`src/rtl/mux_scan_pkg.sv`:
```
// Shared types and defaults for the mux scan controller and its upstream mux.
package mux_scan_pkg;

  typedef enum logic [1:0] {
    IDLE = 2'd0,
    SCAN = 2'd1,
    DONE = 2'd2
  } scan_state_e;

  localparam int DATA_W_DEF = 16;
  localparam int SEL_W_DEF  = 3;
  localparam int NUM_CH_DEF = 8;

  localparam logic [15:0] CONST_CH7 = 16'd42;

endpackage

```
`src/rtl/mux_scan_ctrl_if.sv`:
```
// Bus between the scan controller (slave) and its requester/mux side (master).
// Optional min tracking signals exist only when MUX_SCAN_MIN_EN is defined.
interface mux_scan_ctrl_if #(
  parameter int DATA_W = 16,
  parameter int SEL_W  = 3,
  parameter int NUM_CH = 8
);
  localparam int ACC_W = DATA_W + SEL_W;

  logic              start;
  logic [NUM_CH-1:0] mask;
  logic [SEL_W-1:0]  select;
  logic [DATA_W-1:0] q_in;
  logic              busy;
  logic              done;
  logic [ACC_W-1:0]  sum;
  logic [DATA_W-1:0] max_val;
  logic [SEL_W-1:0]  max_idx;
  logic              hit;
`ifdef MUX_SCAN_MIN_EN
  logic [DATA_W-1:0] min_val;
  logic [SEL_W-1:0]  min_idx;
`endif

  modport master (
    output start, mask, q_in,
    input  select, busy, done, sum, max_val, max_idx, hit
`ifdef MUX_SCAN_MIN_EN
    , min_val, min_idx
`endif
  );

  modport slave (
    input  start, mask, q_in,
    output select, busy, done, sum, max_val, max_idx, hit
`ifdef MUX_SCAN_MIN_EN
    , min_val, min_idx
`endif
  );

endinterface

```
`src/rtl/mux_scan_ctrl.sv`:
```
// Scan controller: walks mux select over all channels, reducing enabled ones to
// sum / max (and min when MUX_SCAN_MIN_EN is defined), then pulses done.
module mux_scan_ctrl
  import mux_scan_pkg::*;
#(
  parameter int DATA_W = DATA_W_DEF,
  parameter int SEL_W  = SEL_W_DEF,
  parameter int NUM_CH = NUM_CH_DEF
) (
  input  logic            clk,
  input  logic            rst_n,
  mux_scan_ctrl_if.slave  bus
);

  localparam int ACC_W = DATA_W + SEL_W;

  scan_state_e       r_state, w_state_nx;
  logic [NUM_CH-1:0] r_mask, w_mask_nx;
  logic [SEL_W-1:0]  r_idx, w_idx_nx;
  logic              r_busy, w_busy_nx;
  logic              r_done, w_done_nx;
  logic              r_hit, w_hit_nx;
  logic [ACC_W-1:0]  r_sum, w_sum_nx;
  logic [DATA_W-1:0] r_max, w_max_nx;
  logic [SEL_W-1:0]  r_max_idx, w_max_idx_nx;
`ifdef MUX_SCAN_MIN_EN
  logic [DATA_W-1:0] r_min, w_min_nx;
  logic [SEL_W-1:0]  r_min_idx, w_min_idx_nx;
`endif

  logic w_begin;
  logic w_last;
  logic w_take;

  assign w_begin = bus.start && ((r_state == IDLE) || (r_state == DONE));
  assign w_last  = (r_idx == SEL_W'(NUM_CH - 1));
  assign w_take  = r_mask[r_idx];

  // State register
  always_ff @(posedge clk or negedge rst_n) begin
    if (!rst_n) begin
      r_state <= IDLE;
    end else begin
      r_state <= w_state_nx;
    end
  end

  // Next-state decode
  always_comb begin
    w_state_nx = r_state;
    case (r_state)
      IDLE: begin
        if (bus.start) w_state_nx = SCAN;
        else           w_state_nx = IDLE;
      end
      SCAN: begin
        if (w_last) w_state_nx = DONE;
        else        w_state_nx = SCAN;
      end
      DONE: begin
        if (bus.start) w_state_nx = SCAN;
        else           w_state_nx = IDLE;
      end
      default: w_state_nx = IDLE;
    endcase
  end

  // Index counter and reduction datapath next values
  always_comb begin
    w_mask_nx    = r_mask;
    w_idx_nx     = r_idx;
    w_busy_nx    = r_busy;
    w_done_nx    = 1'b0;
    w_hit_nx     = r_hit;
    w_sum_nx     = r_sum;
    w_max_nx     = r_max;
    w_max_idx_nx = r_max_idx;
`ifdef MUX_SCAN_MIN_EN
    w_min_nx     = r_min;
    w_min_idx_nx = r_min_idx;
`endif
    if (w_begin) begin
      w_mask_nx    = bus.mask;
      w_idx_nx     = '0;
      w_busy_nx    = 1'b1;
      w_hit_nx     = 1'b0;
      w_sum_nx     = '0;
      w_max_nx     = '0;
      w_max_idx_nx = '0;
`ifdef MUX_SCAN_MIN_EN
      w_min_nx     = '0;
      w_min_idx_nx = '0;
`endif
    end else if (r_state == SCAN) begin
      if (w_take) begin
        w_sum_nx = r_sum + ACC_W'(bus.q_in);
        // Strict compares: an equal later value never displaces the earlier index
        if (!r_hit || (bus.q_in > r_max)) begin
          w_max_nx     = bus.q_in;
          w_max_idx_nx = r_idx;
        end else begin
          w_max_nx     = r_max;
        end
`ifdef MUX_SCAN_MIN_EN
        if (!r_hit || (bus.q_in < r_min)) begin
          w_min_nx     = bus.q_in;
          w_min_idx_nx = r_idx;
        end else begin
          w_min_nx     = r_min;
        end
`endif
        w_hit_nx = 1'b1;
      end else begin
        w_sum_nx = r_sum;
      end
      if (w_last) begin
        w_idx_nx  = '0;
        w_busy_nx = 1'b0;
        w_done_nx = 1'b1;
      end else begin
        w_idx_nx  = r_idx + SEL_W'(1);
      end
    end else begin
      w_idx_nx  = '0;
      w_busy_nx = 1'b0;
    end
  end

  // Datapath registers
  always_ff @(posedge clk or negedge rst_n) begin
    if (!rst_n) begin
      r_mask    <= '0;
      r_idx     <= '0;
      r_busy    <= 1'b0;
      r_done    <= 1'b0;
      r_hit     <= 1'b0;
      r_sum     <= '0;
      r_max     <= '0;
      r_max_idx <= '0;
`ifdef MUX_SCAN_MIN_EN
      r_min     <= '0;
      r_min_idx <= '0;
`endif
    end else begin
      r_mask    <= w_mask_nx;
      r_idx     <= w_idx_nx;
      r_busy    <= w_busy_nx;
      r_done    <= w_done_nx;
      r_hit     <= w_hit_nx;
      r_sum     <= w_sum_nx;
      r_max     <= w_max_nx;
      r_max_idx <= w_max_idx_nx;
`ifdef MUX_SCAN_MIN_EN
      r_min     <= w_min_nx;
      r_min_idx <= w_min_idx_nx;
`endif
    end
  end

  assign bus.select  = r_idx;
  assign bus.busy    = r_busy;
  assign bus.done    = r_done;
  assign bus.sum     = r_sum;
  assign bus.max_val = r_max;
  assign bus.max_idx = r_max_idx;
  assign bus.hit     = r_hit;
`ifdef MUX_SCAN_MIN_EN
  assign bus.min_val = r_min;
  assign bus.min_idx = r_min_idx;
`endif

endmodule

```
`src/flat_wrapper.sv`:
```
// flat-port wrapper written by rule: the top's interface ports become plain ports
module mux_scan_ctrl_flat import mux_scan_pkg::*;
#(
  parameter int DATA_W = DATA_W_DEF,
  parameter int SEL_W  = SEL_W_DEF,
  parameter int NUM_CH = NUM_CH_DEF
)
  (clk, rst_n, bus_start, bus_mask, bus_q_in, bus_select, bus_busy, bus_done, bus_sum, bus_max_val, bus_max_idx, bus_hit);
  mux_scan_ctrl_if #(.DATA_W(DATA_W), .SEL_W(SEL_W), .NUM_CH(NUM_CH)) bus_i ();
  input  logic clk;
  input  logic rst_n;
  input wire logic [$bits(bus_i.start)-1:0] bus_start;
  input wire logic [$bits(bus_i.mask)-1:0] bus_mask;
  input wire logic [$bits(bus_i.q_in)-1:0] bus_q_in;
  output wire logic [$bits(bus_i.select)-1:0] bus_select;
  output wire logic [$bits(bus_i.busy)-1:0] bus_busy;
  output wire logic [$bits(bus_i.done)-1:0] bus_done;
  output wire logic [$bits(bus_i.sum)-1:0] bus_sum;
  output wire logic [$bits(bus_i.max_val)-1:0] bus_max_val;
  output wire logic [$bits(bus_i.max_idx)-1:0] bus_max_idx;
  output wire logic [$bits(bus_i.hit)-1:0] bus_hit;
  assign bus_i.start = bus_start;
  assign bus_i.mask = bus_mask;
  assign bus_i.q_in = bus_q_in;
  assign bus_select = bus_i.select;
  assign bus_busy = bus_i.busy;
  assign bus_done = bus_i.done;
  assign bus_sum = bus_i.sum;
  assign bus_max_val = bus_i.max_val;
  assign bus_max_idx = bus_i.max_idx;
  assign bus_hit = bus_i.hit;
  mux_scan_ctrl #(.DATA_W(DATA_W), .SEL_W(SEL_W), .NUM_CH(NUM_CH)) u_core (.clk(clk), .rst_n(rst_n), .bus(bus_i));
endmodule
```
`config.mk`:
```
export PLATFORM = sky130hd
export DESIGN_NAME = mux_scan_ctrl_flat
export DESIGN_NICKNAME = d
export VERILOG_FILES = /design/src/rtl/mux_scan_pkg.sv /design/src/rtl/mux_scan_ctrl_if.sv /design/src/rtl/mux_scan_ctrl.sv /design/src/flat_wrapper.sv
export SDC_FILE = /design/constraint.sdc
export NUM_CORES = 1
export LEC_CHECK = 0
export BUFFER_PORTS_ARGS = -buffer_cell sky130_fd_sc_hd__clkbuf_2
export CAP_MARGIN = 20
export CORE_ASPECT_RATIO = 0.7
export CORE_MARGIN = 2
export CORE_UTILIZATION = 25
export CTS_CLUSTER_SIZE = 20
export DETAILED_ROUTE_END_ITERATION = 7
export PLACE_DENSITY = 0.52
export SYNTH_ARGS = -nofsm -noshare
export SYNTH_HDL_FRONTEND = slang
export SYNTH_SLANG_ARGS = --single-unit
```
`constraint.sdc`:
```
create_clock -name clk -period 2.7 [get_ports clk]
set_input_delay 0.54 -clock clk [delete_from_list [all_inputs] [get_ports clk]]
set_output_delay 0.54 -clock clk [all_outputs]
set_load 0.01 [all_outputs]
```
==> qor.csv, run 1 <==
metric;value;unit
syn_nets;420;
reg2reg_to;u_core.bus.max_val[4]$_DFFE_PN0P_;
slowest_delay;0.61;ns
coreArea;13100;µm²
grtUsageTotal;13.1;%
ant_nets;0;
synthesis.area;3350;µm²
synth_compound_area_share;18.9;%
worst_ep_required_time;2.93;ns
reg2reg_slack;0.29;ns
critPathSlowestCell;nor3_4;
gp_congestion;0.916;
yosysUniqueCellTypes;50;
worstPathCellList;inv_1 -> ha_1 -> nand4_1 -> nand2b_1 -> a211o_1 -> o211a_2 -> nor3_4 -> a22o_1;
postSynth.asyncResetShare;100;%
fin_ws;0.290;ns
power_density;1310;nW/µm²
finClkSkew;0.00474;ns
cts_tree;built;
viasPerCell;4.80;
synth_mux_area_share;2.09;%
finalHoldViolations;0;
syn_avg_cell_area;9.35;µm²
rsz0062_at_grt;false;
synth-simple-area-share;18.5;%
layout.cells.non_filler;596;
clockRootBuffer;clkbuf_16;
max_cap_violations;0;
synth_edf_count;0;
synth_top_area_share;40.4;%
synth_ff_type;dfrtp_1;
timing.final.crit_share;89.3;%
dp_slack;-0.0714;ns
synth_seq_cells;54;
crit_family;simple AND/OR/NAND/NOR gates;
crit_type;reg -> reg;
ir_drop;0.415;mV
via_count;2858;
synth_xor_area_share;2.35;%
synth_adder_area_share;13.3;%
grt_pass1_vias;2750;
antenna_found_initial;0;
clkTransAtPathRegs;0.08;ns
die-area;14300;µm²
setup.worst_path.end_class;flop;
period_minus_slack;2.41;ns
routed_wl;9280;µm
clk_latency;0.29;ns
grt_overflow_total;0;
ff2ff_path_depth;8;
start_kind;flop;
stdcell_area;4080;µm²
fillCellCount;1385;
leakage;0.00200;µW
antenna_cells;0;
slew_headroom;51.6;%
postCtsSetupRepairBufs;0;
cp_data_arrival_time;2.64;ns
layout.nets;491;
status;completed;
drc_errors;0;
worst_pin_slew;0.724;ns
synth_top_family_by_area;compound AO/OA/AOI/OAI gates;
cts_inserted_buffers;5;
synth-warning-count;0;
row_count;35;
synth_cells;358;
die_w;142;µm
h-tree-depth;2;
timing.rr.start;u_core.bus.max_val[15]$_DFFE_PN0P_;
hold_class;in -> async;
start_util;25.5;%
seq_area_frac_synth;40.4;%
area_growth_syn_to_layout;21.7;%
die_h;101;µm
setup_viol;0;
drv_slew;0;
crit_buf_inv;1;
grt_pass1_wl;14800;µm
ios;71;
drive_above_1_share;21.6;%
finalPower;5350;µW
path_depth;8;
max_freq;0.415;GHz
clockBufferDepth;2;
numPortBuffers;70;
dp.final_hpwl;7320;µm
avgRoutedWirePerCell;15.6;µm
grt_start_max_net_pins;33;
yosysTopAreaCell;dfrtp_1;
ys_top_cells_by_area;dfrtp_1 40%, ha_1 13%, nand2_1 5.4%;
clock_sinks;54;
placed_area;3900;µm²
cp_max_fo;19;
drt_iter0_drc;138;
dr.pass1.iters;4;
place_inst;588;
routing by layer:
metal / global-route usage, % / part of all wire (%) / vias up
li1: - / - / 1441
met1: 19.5 / 53 / 1358
met2: 19.7 / 41 / 54
met3: 2.76 / 5.1 / 5
met4: 2.74 / 0.82 / 0
met5: 0 / 0 / -
cell usage after synthesis (2+ instances only):
cell,count
nand2b_1,4
ha_1,34
o211ai_1,2
o311ai_1,2
clkbuf_1,7
xor2_1,4
nor3b_1,2
xnor2_1,5
buf_6,2
nor2_1,14
buf_1,2
inv_1,18
nand3_1,22
nor3_1,4
nor2b_1,6
mux2i_1,7
a21o_1,3
nand2_1,48
a211o_1,2
o21ai_1,15
a311oi_1,3
o21a_1,2
a31oi_1,2
a211oi_1,2
and3_1,2
o21ai_0,13
a21oi_1,20
buf_4,2
o31ai_1,3
o21bai_1,2
dfrtp_1,54
nor4b_1,2
nand4_1,6
a22o_1,19
and4_1,2
and2_1,7
cell families (layout without fill, tap and decap cells):
logic type	Yosys count	after routing
AOI/OAI and AO/OA	95	95
xor gates and xnor gates	9	9
adders and majority gates	35	35
buffers and inverters	33	105
DFF	54	54
muxes	7	7
and+or+nand+nor	125	125
power breakdown:
group	internal (µW)	switching (µW)
Sequential	1200	354
Combinational	1280	1750
Clock	444	319
worst register-to-register path: stages (launching register included):
cell	delay, ns
dfrtp_1	0.38
inv_1	0.05
ha_1	0.31
nand4_1	0.12
nand2b_1	0.19
a211o_1	0.29
o211a_2	0.14
nor3_4	0.61
a22o_1	0.26
final cells by class:
class | count | area [µm²] | area share [%]
Tap cell | 166 | 208 | 5.10
Multi-Input combinational cell | 271 | 1850 | 45.4
Clock buffer | 5 | 125 | 3.07
Clock inverter | 3 | 47.5 | 1.17
Sequential cell | 54 | 1350 | 33.1
Inverter | 19 | 71.3 | 1.75
Timing Repair Buffer | 78 | 423 | 10.4
cell usage in the layout (no fill, tap or decap), drive strengths merged, types with 2 or more instances in the layout:
master / instances
dfrtp: 54
a311oi: 3
o21ai: 28
and4: 2
buf: 8
a211o: 2
o21a: 2
a31oi: 2
nand2b: 5
o31ai: 3
nand4: 6
xor2: 4
nand2: 49
mux2i: 7
a22o: 19
o21bai: 2
nor2: 14
nor4b: 2
o211ai: 2
xnor2: 5
clkbuf: 75
nor3b: 2
and2: 7
a21o: 3
o311ai: 2
nor3: 5
a211oi: 2
a21oi: 20
nor2b: 6
and3: 2
ha: 34
inv: 20
nand3: 22
registers in the layout (all words and copies together) (netlist names):
name and cells:
u_core.bus.sum 19, u_core.bus.max_val 16, u_core.r_mask 8, u_core.bus.max_idx 3, u_core.bus.select 3, u_core.r_state 2, u_core.bus.busy 1, u_core.bus.done 1
u_core.bus.hit 1
how the worst max path moves through the flow:
stage	startpoint	to
6_report	u_core.bus.max_val[15]$_DFFE_PN0P_	u_core.bus.max_val[4]$_DFFE_PN0P_
5_1_grt	u_core.bus.max_val[11]$_DFFE_PN0P_	u_core.bus.max_val[8]$_DFFE_PN0P_
4_1_cts	u_core.bus.max_val[13]$_DFFE_PN0P_	u_core.bus.max_val[4]$_DFFE_PN0P_
3_5_place_dp	bus_q_in[13]	u_core.bus.max_val[4]$_DFFE_PN0P_
3_3_place_gp	bus_q_in[11]	u_core.bus.max_val[13]$_DFFE_PN0P_
2_1_floorplan	bus_q_in[11]	u_core.bus.max_val[10]$_DFFE_PN0P_
what timing repair did:
action                                  CTS  global route
hold endpoints to repair                  0             0
hold buffers                              0             0
endpoints found under the setup margin    0            19
resized for setup                         0             1
metrics by stage:
step	utilization [%]	hold WS, ns	TNS [ns]
after floorplan	-	0.244	0
after global placement	29.7	0.460	0
after detailed placement	29.7	0.461	-0.959
after CTS	31.0	0.295	0
after global routing	31.0	0.320	0
final	31.0	0.274	0
(Power assumes the default switching activity.)
==> run 2, diff against run 1 <==
--- a/config.mk
+++ b/config.mk
@@ -9,10 +9,11 @@
 export CAP_MARGIN = 20
 export CORE_ASPECT_RATIO = 0.7
 export CORE_MARGIN = 2
-export CORE_UTILIZATION = 25
+export CORE_UTILIZATION = 55
 export CTS_CLUSTER_SIZE = 20
 export DETAILED_ROUTE_END_ITERATION = 7
-export PLACE_DENSITY = 0.52
+export PLACE_DENSITY = 0.89
+export SETUP_SLACK_MARGIN = 0.5
 export SYNTH_ARGS = -nofsm -noshare
 export SYNTH_HDL_FRONTEND = slang
 export SYNTH_SLANG_ARGS = --single-unit
==> run 2 against run 1 <==
Clock power is 27% lower; sequential power about the same; clock skew up 0.0023 ns; global-route usage increased by 13 points; worst setup slack better by 0.24 ns; sequential share of layout area decreased by 0.60 points; count of clock-buffer cells in the layout is the same; critical path depth stayed put; register-to-register slack improved by 0.24 ns; die area shrank 53%; hold slack worse by 0.015 ns; sequential cell count unchanged; critical path type unchanged.
==> qor.csv, run 2 (synthesis results as in run 1) <==
metric;value;unit;change
rsz0062_at_grt;true;;
worst_ep_required_time;2.90;ns;-0.03 ns
antenna_found_initial;0;;unchanged
worst_pin_slew;0.720;ns;-0.00403 ns
leakage;0.00203;µW;+1.5%
die_h;69.3;µm;-31%
drv_slew;0;;unchanged
antenna_cells;0;;unchanged
ir_drop;0.730;mV;+76%
area_growth_syn_to_layout;24.1;%;
cts_inserted_buffers;5;;unchanged
period_minus_slack;2.17;ns;-0.241 ns
path_depth;8;;unchanged
die_w;97.3;µm;-32%
viasPerCell;5.88;;+23%
drt_iter0_drc;199;;+44%
grt_overflow_total;0;;unchanged
crit_family;compound AO/OA/AOI/OAI gates;;
fillCellCount;435;;-69%
clkTransAtPathRegs;0.10;ns;+0.02 ns
numPortBuffers;70;;unchanged
clk_latency;0.31;ns;+0.02 ns
clock_sinks;54;;unchanged
die-area;6740;µm²;-53%
cts_hold_buf;0;;unchanged
h-tree-depth;2;;unchanged
final_cell_mix;70 x clkbuf_2, 53 x dfrtp_1, 48 x nand2_1;;
gp_congestion;0.902;;-1.5%
max_cap_violations;0;;unchanged
clockBufferDepth;2;;unchanged
largest_reg_flops;19;;unchanged
slowest_delay;0.36;ns;-0.25 ns
setup_viol;0;;unchanged
status;completed;;
placed_area;3850;µm²;-1.3%
crit_type;reg -> reg;;
power_density;1350;nW/µm²;+3.0%
worstPathCellList;inv_1 -> ha_4 -> nand4_1 -> nand2b_4 -> a211o_1 -> o211a_4 -> a211o_4 -> a22o_1;;
ant_nets;0;;unchanged
dp.final_hpwl;6270;µm;-14%
grtUsageTotal;26.3;%;+13 points
hold_class;in -> async;;
ios;71;;unchanged
clockRootBuffer;clkbuf_8;;
grt_pass1_wl;14400;µm;-2.8%
critPathSlowestCell;dfrtp_1;;
drive_above_1_share;28.1;%;+6.5 points
finalHoldViolations;0;;unchanged
grt_start_max_net_pins;34;;+3.0%
start_util;57.6;%;+32 points
place_inst;493;;-16%
slew_headroom;52.0;%;+0.43 points
via_count;3019;;+5.6%
coreArea;5810;µm²;-56%
start_kind;flop;;
max_freq;0.461;GHz;+11%
timing.final.crit_share;80.4;%;-8.9 points
finClkSkew;0.00703;ns;+0.00229 ns
stdcell_area;4160;µm²;+1.9%
row_count;23;;-34%
grt_pass1_vias;2942;;+7.0%
ff2ff_path_depth;8;;unchanged
layout.nets;499;;+1.6%
crit_buf_inv;1;;unchanged
routed_wl;8670;µm;-6.5%
cp_max_fo;10;;-9
avgRoutedWirePerCell;16.9;µm;+8.7%
cts_tree;built;;
setup.worst_path.end_class;flop;;
final_common_cell;clkbuf_2;;
layout.cells.non_filler;513;;-14%
cp_data_arrival_time;2.37;ns;-0.27 ns
holdWs;0.259;ns;-0.0148 ns
dr.pass1.iters;4;;unchanged
drc_errors;0;;unchanged
-- run 2: cell types whose count changed in the layout (fill, tap and decap cells not counted), sizes merged --
cell      before  now
a211o          2    4
buf            8   14
clkinv         1    0
clkinvlp       0    2
inv           20   19
-- run 2: layout make-up --
class                      instances  area [µm²]  share of cell area [%]
timing repair buffer              84         480                    11.6
inverter                          19        71.3                    1.72
multi-input combinational        273        2040                    49.2
sequential                        54        1350                    32.6
clock inverter                     3        45.0                    1.08
tap                               75        93.8                    2.26
clock buffer                       5        68.8                    1.66
-- run 2: power breakdown --
group          total, µW  switching, µW  internal, µW
sequential          1530            333          1200
clock                555            279           276
combinational       3530           1990          1550
total               5620           2600          3020
-- run 2: final timing paths --
path                       slack [ns]                               start                                 to
min in group clk                 0.41                         bus_mask[2]       u_core.r_mask[2]$_DFFE_PN0P_
hold reg to reg                  0.48      u_core.bus.sum[18]$_DFFE_PN0P_     u_core.bus.sum[18]$_DFFE_PN0P_
setup reg to reg                 0.53  u_core.bus.max_val[15]$_DFFE_PN0P_  u_core.bus.max_val[7]$_DFFE_PN0P_
setup / recovery                 0.53  u_core.bus.max_val[15]$_DFFE_PN0P_  u_core.bus.max_val[7]$_DFFE_PN0P_
hold / removal                   0.26                               rst_n     u_core.bus.sum[17]$_DFFE_PN0P_
max in group asynchronous        1.83                               rst_n     u_core.bus.select[2]$_DFF_PN0_
-- run 2: what timing repair did --
item                       CTS  global route
setup endpoints to repair   24            28
hold endpoints to repair     0             0
gates resized for setup      7            11
pin swaps                    2             8
setup buffers                4             6
gates cloned                 1             1
-- run 2: per-layer routing --
metal,up-vias,GRT usage (%),share of wire [%]
met3,6,5.24,8.6
met2,113,39.0,44
met1,1437,39.4,46
met5,-,0,0
li1,1463,-,-
met4,0,7.41,0.95
-- run 2: per-stage QoR --
step,TNS [ns],setup WS (ns),power [µW],util (%)
floorplan,0,0.476,3800,-
global placement,-1.12,-0.0601,4480,66.3
detailed placement,-2.26,-0.137,4650,66.3
CTS,0,0.505,5440,69.9
global route,0,0.465,6080,71.5
finish,0,0.530,5620,71.5
